--- config.mk ---
export PLATFORM = sky130hd
export DESIGN_NAME = down_counter_timer
export DESIGN_NICKNAME = d
export VERILOG_FILES = /design/src/rtl/down_counter_timer.sv
export SDC_FILE = /design/constraint.sdc
export NUM_CORES = 1
export LEC_CHECK = 0
export CORE_MARGIN = 5
export CORE_UTILIZATION = 46
export DETAILED_ROUTE_END_ITERATION = 6
export PLACE_DENSITY = 0.76
export SLEW_MARGIN = 10
export SYNTH_ARGS = -nofsm -noshare
export SYNTH_HDL_FRONTEND = slang
export SYNTH_SLANG_ARGS = --single-unit
--- constraint.sdc ---
create_clock -name i_clk -period 2.6 [get_ports i_clk]
set_input_delay 0.52 -clock i_clk [delete_from_list [all_inputs] [get_ports i_clk]]
set_output_delay 0.52 -clock i_clk [all_outputs]
set_load 0.02 [all_outputs]
--- src/rtl/down_counter_timer.sv ---
// Loadable down counter with start/done handshake, pause and abort.
// Optional continuous re-load at terminal count when AUTO_RELOAD_EN is defined.
module down_counter_timer #(
  parameter int unsigned WIDTH = 8
) (
  input  logic             i_clk,
  input  logic             i_rst_n,
  input  logic             i_start,
  input  logic [WIDTH-1:0] i_load_val,
  input  logic             i_pause,
  input  logic             i_abort,
  output logic [WIDTH-1:0] o_q,
  output logic             o_busy,
  output logic             o_paused,
  output logic             o_done,
  output logic             o_tc
);

  typedef enum logic [1:0] {
    StIdle = 2'd0,
    StRun  = 2'd1,
    StHold = 2'd2
  } state_e;

  state_e           r_state;
  state_e           w_state_d;
  logic [WIDTH-1:0] r_q;
  logic [WIDTH-1:0] w_q_d;
  logic             r_done;
  logic             w_done_d;

  localparam logic [WIDTH-1:0] ZERO = '0;
  localparam logic [WIDTH-1:0] ONE  = {{(WIDTH-1){1'b0}}, 1'b1};

  always_ff @(posedge i_clk or negedge i_rst_n) begin
    if (!i_rst_n) begin
      r_state <= StIdle;
      r_q     <= ZERO;
      r_done  <= 1'b0;
    end else begin
      r_state <= w_state_d;
      r_q     <= w_q_d;
      r_done  <= w_done_d;
    end
  end

  always_comb begin
    w_state_d = r_state;
    w_q_d     = r_q;
    w_done_d  = 1'b0;
    unique case (r_state)
      StIdle: begin
        if (i_start) begin
          w_q_d = i_load_val;
          if (i_load_val != ZERO) begin
            w_state_d = StRun;
          end else begin
            w_done_d = 1'b1;
          end
        end
      end
      StRun, StHold: begin
        if (i_abort) begin
          w_q_d     = ZERO;
          w_state_d = StIdle;
        end else if (i_pause) begin
          w_state_d = StHold;
        end else if (r_q > ONE) begin
          w_q_d     = r_q - ONE;
          w_state_d = StRun;
        end else if (r_q == ONE) begin
          w_q_d    = ZERO;
          w_done_d = 1'b1;
`ifdef AUTO_RELOAD_EN
          w_state_d = StRun;
`else
          w_state_d = StIdle;
`endif
        end else begin
`ifdef AUTO_RELOAD_EN
          // Q==0 while active: the reload cycle after a terminal count.
          w_q_d     = i_load_val;
          w_state_d = (i_load_val != ZERO) ? StRun : StIdle;
`else
          w_state_d = StIdle;
`endif
        end
      end
      default: begin
        w_q_d     = ZERO;
        w_state_d = StIdle;
      end
    endcase
  end

  assign o_q      = r_q;
  assign o_busy   = (r_state == StRun) || (r_state == StHold);
  assign o_paused = (r_state == StHold);
  assign o_done   = r_done;
  assign o_tc     = (r_q == ZERO);

endmodule
==> results.json <==
{
  "status": "finished clean",
  "rows": 15,
  "antenna_found_initial": 0,
  "synth_seq_cells": 11,
  "relSlewSlack_pct": 47.5,
  "tritoncts": "yes",
  "cts_buffer_depth": 2,
  "netlist_top_cells_count": "dfrtp_1 (11), inv_1 (7), nor2_1 (6), o21ai_0 (6)",
  "swShare_pct": 48.8,
  "clock_skew_ns": 0.00609,
  "crit_required_ns": 2.08,
  "hold_violations": 0,
  "final_nets": 139,
  "cp_data_arrival_time_ns": 1.81,
  "drv_slew": 0,
  "synth_top_cell_by_area": "dfrtp_1",
  "chipHeight_um": 52.7,
  "numCtsBuffers": 3,
  "syn_area_sq_um": 837,
  "cap_violations": 0,
  "cp-end-kind": "output port",
  "cts_max_level": 1,
  "dpl.hpwl_um": 1760,
  "synth.net_count": 111,
  "max_freq_ghz": 0.429,
  "first_iter_violations": 33,
  "irDropWorstVdd_mv": 0.755,
  "cp-start-kind": "flip-flop",
  "insertion_delay_ns": 0.27,
  "route.detailed.drc": 0,
  "grt_use_total_pct": 19.0,
  "synth_cells": 93,
  "p_int_uw": 717,
  "diodes": 0,
  "port_buffers": 24,
  "start_util_pct": 48.5,
  "fillers": 155,
  "vias_per_cell": 5.83,
  "worst_hold_path_type": "primary input to async pin",
  "yosysWarnings": 0,
  "drive_above_1_share_pct": 13.3,
  "cts_setup_buffers": 0,
  "setup_viol": 0,
  "power.leakage_uw": 0.000465,
  "p_clk_share_pct": 8.5,
  "wire_per_inst_um": 16.0,
  "seqPwrFrac_pct": 22.8,
  "syn_to_final_growth_pct": 35.0,
  "synth-main-ff-cell": "dfrtp_1",
  "dieArea_sq_um": 2770,
  "setup_tns_ns": 0,
  "grt_max_degree": 12,
  "grt_pass1_wl_um": 3860,
  "root_buffer": "clkbuf_4",
  "gr-total-overflow": 0,
  "grt_pass1_vias": 831,
  "avgSynthCellArea_sq_um": 9.00,
  "synth_area_leaders": "dfrtp_1 (33%), ha_1 (7.5%), a22oi_1 (4.5%), o21ai_0 (3.6%), inv_1 (3.1%)",
  "gp_congestion": 0.853,
  "synth_top_area_share_pct": 32.9,
  "coreArea_sq_um": 1730,
  "power_density_nw_per_um2": 1240,
  "cp_max_fo": 6,
  "fin_util_pct": 65.4,
  "tightest_slew_ns": 0.781,
  "cts_sinks": 11,
  "io_pins": 25,
  "synth_cell_type_count": 37,
  "timing.final.crit_share_pct": 89.7,
  "antenna_left": 0,
  "async_flop_share_pct": 100,
  "pwr-share-comb_pct": 68.7,
  "path_class": "flip-flop to output port",
  "synth_edf_count": 0,
  "synth.most_common_cell": "dfrtp_1",
  "postRouteWirelength_um": 2320,
  "ys_seq_area_share_pct": 32.9,
  "rsz0062_at_grt": "false",
  "die_x_um": 52.7,
  "p_switching_uw": 684,
  "vias": 845,
  "drt_first_pass_iters": 4,
  "clk_pin_slew_worst_paths_ns": 0.07,
  "fin_crit_ns": 2.33,
  "hold_ws_ns": 0.585
}
[power groups by stage]
stage	registers (uW)	clock network, uW	logic (uW)
global route	329	131	1050
detailed placement	322	0	952
floorplan	373	0	604
CTS	318	121	954
finish	320	119	963
global placement	316	0	944
[kinds of logic after synthesis]
family	share of synthesized area, %
simple gates	25.1
compound gates	25.9
buf+inv	6.28
flops	32.9
fa+ha+maj	7.47
mux	2.39
[critical path: stages, from the launching register on]
cell           delay [ns]
dfrtp_1              0.44
inv_1                0.10
ha_1                 0.19
or3b_1               0.39
nor2_1               0.09
dlygate4sd2_1        0.33
[metal layers]
layer | vias to the layer above | global-route usage, % | part of all wire (%)
li1 | 407 | - | -
met1 | 389 | 24.4 | 42
met3 | 4 | 4.84 | 9.4
met4 | 0 | 9.36 | 2.0
met2 | 45 | 29.1 | 47
met5 | - | 0 | 0
[sequential cells by signal, summed over array words and instances, names as in the netlist]
register  flops
r_state       2
o_done        1
o_q           8
[final cells by class]
type	instances	area (sq um)	share of cell area [%]
Multi-Input combinational cell	71	509	45.1
Tap cell	25	31.3	2.77
Clock buffer	4	26.3	2.33
Timing Repair Buffer	27	262	23.1
Inverter	7	26.3	2.33
Sequential cell	11	275	24.4
[final timing paths]
path	from	end	slack, ns	cells past startpoint
setup / recovery	o_q[0]	o_tc	0.27	5
hold / removal	i_rst_n	o_done	0.58	1
setup reg to reg	r_state[1]	o_q[5]	0.46	6
hold reg to reg	r_state[1]	r_state[1]	0.60	2
max in group asynchronous	i_rst_n	o_q[3]	1.66	1
min in group i_clk	r_state[1]	r_state[1]	0.60	2
[cell usage in the layout, fill, tap and decap left out, drive strengths merged, types with 3 or more instances in the layout]
cell type and instances:
ha 5, o22ai 3, nor4 3, nand3 3, o21ai 9, dfrtp 11, nor2 6, a22oi 5
or4 3, clkbuf 4, buf 3, inv 7, nand2 4, a21oi 3, clkdlybuf4s50 23, nor3 5
[repair_timing]
| action | in CTS | in global routing |
|---|---|---|
| hold buffers | 0 | 0 |
| endpoints found under the setup margin | 1 | 0 |
| gates resized for setup | 1 | 0 |
[through the flow]
stage	worst slack [ns]	power, uW	instance area [sq um]	cells
floorplan	0.539	976	837	93
global placement	0.324	1260	1100	141
detailed placement	0.292	1270	1100	141
CTS	0.265	1390	1130	145
global route	0.134	1510	1130	145
finish	0.267	1400	1130	145
No activity file was read; power rests on OpenSTA's default activity.
==> patch 1, RTL diff (config.mk and constraints unchanged) <==
Re-encode `state_e` (3 states) as one-hot, 3 bits wide.
--- a/src/rtl/down_counter_timer.sv
+++ b/src/rtl/down_counter_timer.sv
@@ -17,8 +17,8 @@
 );
 
-  typedef enum logic [1:0] {
-    StIdle = 2'd0,
-    StRun  = 2'd1,
-    StHold = 2'd2
+  typedef enum logic [2:0] {
+    StIdle = 3'b001,
+    StRun  = 3'b010,
+    StHold = 3'b100
   } state_e;
 
Behaviour: no difference found for any inputs over 10 cycles, from zero or initial values and one cycle with i_rst_n low; not proved beyond that.
==> patch 1 against the original RTL <==
Cell count stayed put; maximum frequency is 6.5% lower; non-clock buffer count stayed put; critical path type unchanged; highest routed layer unchanged; total power is 9.5% lower; worst setup slack worse by 0.16 ns; count of clock-buffer cells in the layout stayed put; sequential cell count is 1 higher; cell area is 2.4% higher; via count is 3.3% lower; global-route usage is 0.94 points lower; routed wire length is 7.6% lower; area after synthesis is 0.75% higher.
==> patch 1: results <==
[clocking]
clk_pin_slew_ns = 0.09
clock-root-buffer = clkbuf_4
postCtsSetupRepairBufs = 0
clockBufferDepth = 2
numCtsBuffers = 3
h-tree-depth = 1
postCtsResizedCells = 0
insertion_delay_ns = 0.28

[logic_synthesis]
ys.flop_type = dfrtp_1
synthTopCellsByCount = dfrtp_1, nor2_1, o21ai_0
syn_nets = 106
ys_types = 36
ys_warn_count = 0
synth.area.top_cells = dfrtp_1, o21ai_0, nor2_1
async_flop_share = 1.00
seq_area_frac_synth = 0.358

[layout]
finalNetCount = 136
layout-drive-gt1-share = 0.133
largest_register_ff_count = 8
antenna_cells = 0

[place]
placed_cell_area_um2 = 1120
hpwl_um = 1660
gp_congestion = 0.847
io_buffer_count = 24

[grt]
antenna_found_initial = 0
first_global_vias = 864
grt_first_pass_wirelength_um = 3730
overflow = 0
grtUsageTotal = 0.181
grt_start_max_net_pins = 13

[drt]
finalWirelength_um = 2140
firstDrtPassIters = 4
first_iter_violations = 14
via_count = 817

[sta]
fin_worst_skew_ns = 0.00987
tightest_slew_ns = 0.583

[critical_path]
worstPathArrival_ns = 1.97
worstPathMaxFanout = 7

[run_status]
status = finished clean

[worst_hold_path]
worstHoldPathType = input port to async pin

[power_and_ir_drop]
ir_drop_mv = 0.615
power.leakage_nw = 0.466
[patch 1: cell types whose count changed after synthesis, sizes merged, moves of 3 or more]
cell and delta:
ha -3, nand2b +5, nor2 +5, nor3 -3, or4 -3
[patch 1: cell type report]
class                      count  area, µm²
fill                         161        569
multi-input combinational     71        503
sequential                    12        302
timing repair buffer          27        263
clock buffer                   4       36.3
tap                           25       31.3
inverter                       6       22.5
[patch 1: final timing paths]
path,slack [ns],cells after the start,to,from
setup reg to reg,0.73,6,o_q[1]$_DFFE_PN0P_,o_q[6]$_DFFE_PN0P_
max in group asynchronous,1.62,1,r_state[0]$_DFFE_PN1P_,i_rst_n
min in group i_clk,0.59,2,o_q[3]$_DFFE_PN0P_,o_q[3]$_DFFE_PN0P_
hold / removal,0.59,1,o_q[7]$_DFFE_PN0P_,i_rst_n
hold reg to reg,0.59,2,o_q[3]$_DFFE_PN0P_,o_q[3]$_DFFE_PN0P_
setup / recovery,0.11,3,o_tc,o_q[6]$_DFFE_PN0P_
[patch 1: power by group]
group	switching, mW	leakage (nW)	internal (mW)
Combinational	0.410	0.291	0.352
Clock	0.0695	0.0210	0.0852
Sequential	0.0956	0.154	0.256
[patch 1: kinds of logic after synthesis]
kind of cell	after synthesis	synth area share
AOI/OAI and AO/OA	27	0.227
xor gates and xnor gates	2	0.0208
adders and majority gates	2	0.0297
buffers and inverters	8	0.0460
DFF	12	0.358
muxes	2	0.0252
and+or+nand+nor	38	0.294
[patch 1: stage by stage]
stage | setup slack, ns | power (mW) | instances | util
6_report | 0.105 | 1.27 | 145 | 0.670
5_1_grt | 0.00307 | 1.37 | 145 | 0.670
4_1_cts | 0.0773 | 1.27 | 145 | 0.670
3_3_place_gp | 0.374 | 1.11 | 141 | 0.649
2_1_floorplan | 0.804 | 0.853 | 91 | -
3_5_place_dp | 0.299 | 1.12 | 141 | 0.649
[patch 1: layer usage]
metal,part of all wire,up-vias,track usage
li1,-,400,-
met1,0.45,386,0.224
met2,0.47,24,0.304
met3,0.057,7,0.0399
met4,0.018,0,0.0638
met5,0,-,0
[patch 1: critical path, stage by stage (launching register included)]
cell             delay, ns
dfrtp_1               0.47
nor4_4                0.42
and3_1                0.21
clkdlybuf4s50_1       0.60
==> patch 2, RTL diff (same flow settings) <==
Without the edit above. The parameter `WIDTH` goes from 8 to 6.
--- a/src/rtl/down_counter_timer.sv
+++ b/src/rtl/down_counter_timer.sv
@@ -2,5 +2,5 @@
 // Optional continuous re-load at terminal count when AUTO_RELOAD_EN is defined.
 module down_counter_timer #(
-  parameter int unsigned WIDTH = 8
+  parameter int unsigned WIDTH = 6
 ) (
   input  logic             i_clk,
Ports: changed (resized i_load_val and o_q); port bits go from 25 to 21. No check against the original RTL was run, so the function may have changed too.
==> patch 2 against the original RTL <==
Largest cell class unchanged; sequential cell count shrank 2; area after synthesis down 19%; worst hold slack lost 0.037 ns; total power decreased by 23%; cell area down 18%; critical path type unchanged; via count shrank 20%; worst setup slack got worse by 0.071 ns; routed wire length fell by 32%.
==> patch 2: results <==
[logic_synthesis]
netlist_instances = 76
synth.area.top_cells = dfrtp_1, ha_1, a22o_1
synthTopCellsByCount = dfrtp_1, nand2_1, nor2_1
syn_nets = 93
seq_area_frac_synth = 0.333
ys_types = 32

[clocking]
insertion_delay_ns = 0.25
postCtsResizedCells = 0

[drt]
drt-vias-per-instance = 5.95
first_iter_violations = 23
wire_per_inst_um = 13.9
firstDrtPassIters = 4

[critical_path]
rrSetupSlack_ns = 0.67
worstPathArrival_ns = 1.88
worstPathMaxFanout = 7

[power_and_ir_drop]
ir_drop_mv = 0.630
power.leakage_nw = 0.400

[grt]
grt_first_pass_wirelength_um = 2590
grtUsageTotal = 0.137
first_global_vias = 627

[run_status]
status = finished clean

[layout]
finalNetCount = 117
antenna_cells = 0
layout-drive-gt1-share = 0.0808
largest_register_ff_count = 6

[place]
gp_congestion = 0.866
io_buffer_count = 20
hpwl_um = 1290
pre_cts_slack_ns = 0.476

[sta]
fin_worst_skew_ns = 0.00225
tightest_slew_ns = 0.385
finalWorstPathRequiredPeriod_ns = 2.40
==> patch 2: cell types whose count changed after synthesis, moves of 3 or more <==
| cell | unedited run | this run |
|---|---|---|
| a22o_1 | 1 | 4 |
| a22oi_1 | 5 | 0 |
| nand2_1 | 4 | 8 |
| nor3_1 | 5 | 1 |
| o21ai_0 | 6 | 3 |
==> patch 2: path summary, 6_finish.rpt <==
| kind | start | end | depth (start not counted) |
|---|---|---|---|
| max in group asynchronous | i_rst_n | o_q[3]$_DFFE_PN0P_ | 1 |
| min reg2reg | r_state[1]$_DFFE_PN0P_ | r_state[1]$_DFFE_PN0P_ | 2 |
| max reg2reg | r_state[0]$_DFFE_PN0P_ | o_q[3]$_DFFE_PN0P_ | 6 |
| min in group i_clk | r_state[1]$_DFFE_PN0P_ | r_state[1]$_DFFE_PN0P_ | 2 |
| min | i_rst_n | r_state[1]$_DFFE_PN0P_ | 1 |
| max | o_q[3]$_DFFE_PN0P_ | o_tc | 3 |
==> patch 2: cell type report <==
| class | instances | area [µm²] |
|---|---|---|
| inverters | 5 | 18.8 |
| well taps | 15 | 18.8 |
| repair buffers | 21 | 208 |
| multi-input cells | 60 | 424 |
| fillers | 111 | 429 |
| clock buffers | 4 | 26.3 |
| flip-flops and latches | 9 | 225 |
==> patch 2: power by group <==
| part | switching [mW] | leakage [nW] | total (mW) | internal [mW] |
|---|---|---|---|---|
| combinational | 0.371 | 0.269 | 0.695 | 0.323 |
| clock | 0.0436 | 0.0150 | 0.102 | 0.0588 |
| sequential | 0.0851 | 0.116 | 0.282 | 0.197 |
==> patch 2: metrics by stage <==
step | total power [mW] | cells | instance area (µm²)
final | 1.08 | 114 | 921
after detailed placement | 0.974 | 110 | 895
after global routing | 1.17 | 114 | 921
after CTS | 1.08 | 114 | 921
after global placement | 0.966 | 110 | 895
after floorplan | 0.720 | 76 | 676
==> patch 2: cell families after synthesis <==
| logic type | synth area share |
|---|---|
| simple gates | 0.244 |
| compound gates | 0.243 |
| flops | 0.333 |
| buf+inv | 0.0389 |
| fa+ha+maj | 0.111 |
| mux | 0.0296 |
==> patch 2: layer usage <==
metal  global-route usage  vias to the layer above  wire, µm
li1                     -                      332         -
met1                0.173                      306       710
met2                0.202                       36       689
met3               0.0459                        4       149
met4               0.0737                        0        32
met5                    0                        -         0
==> patch 2: critical path: stages (launching register included) <==
cell and delay [ns]:
dfrtp_1 0.45, nor4_2 0.40, and2_1 0.18, clkdlybuf4s50_1 0.60
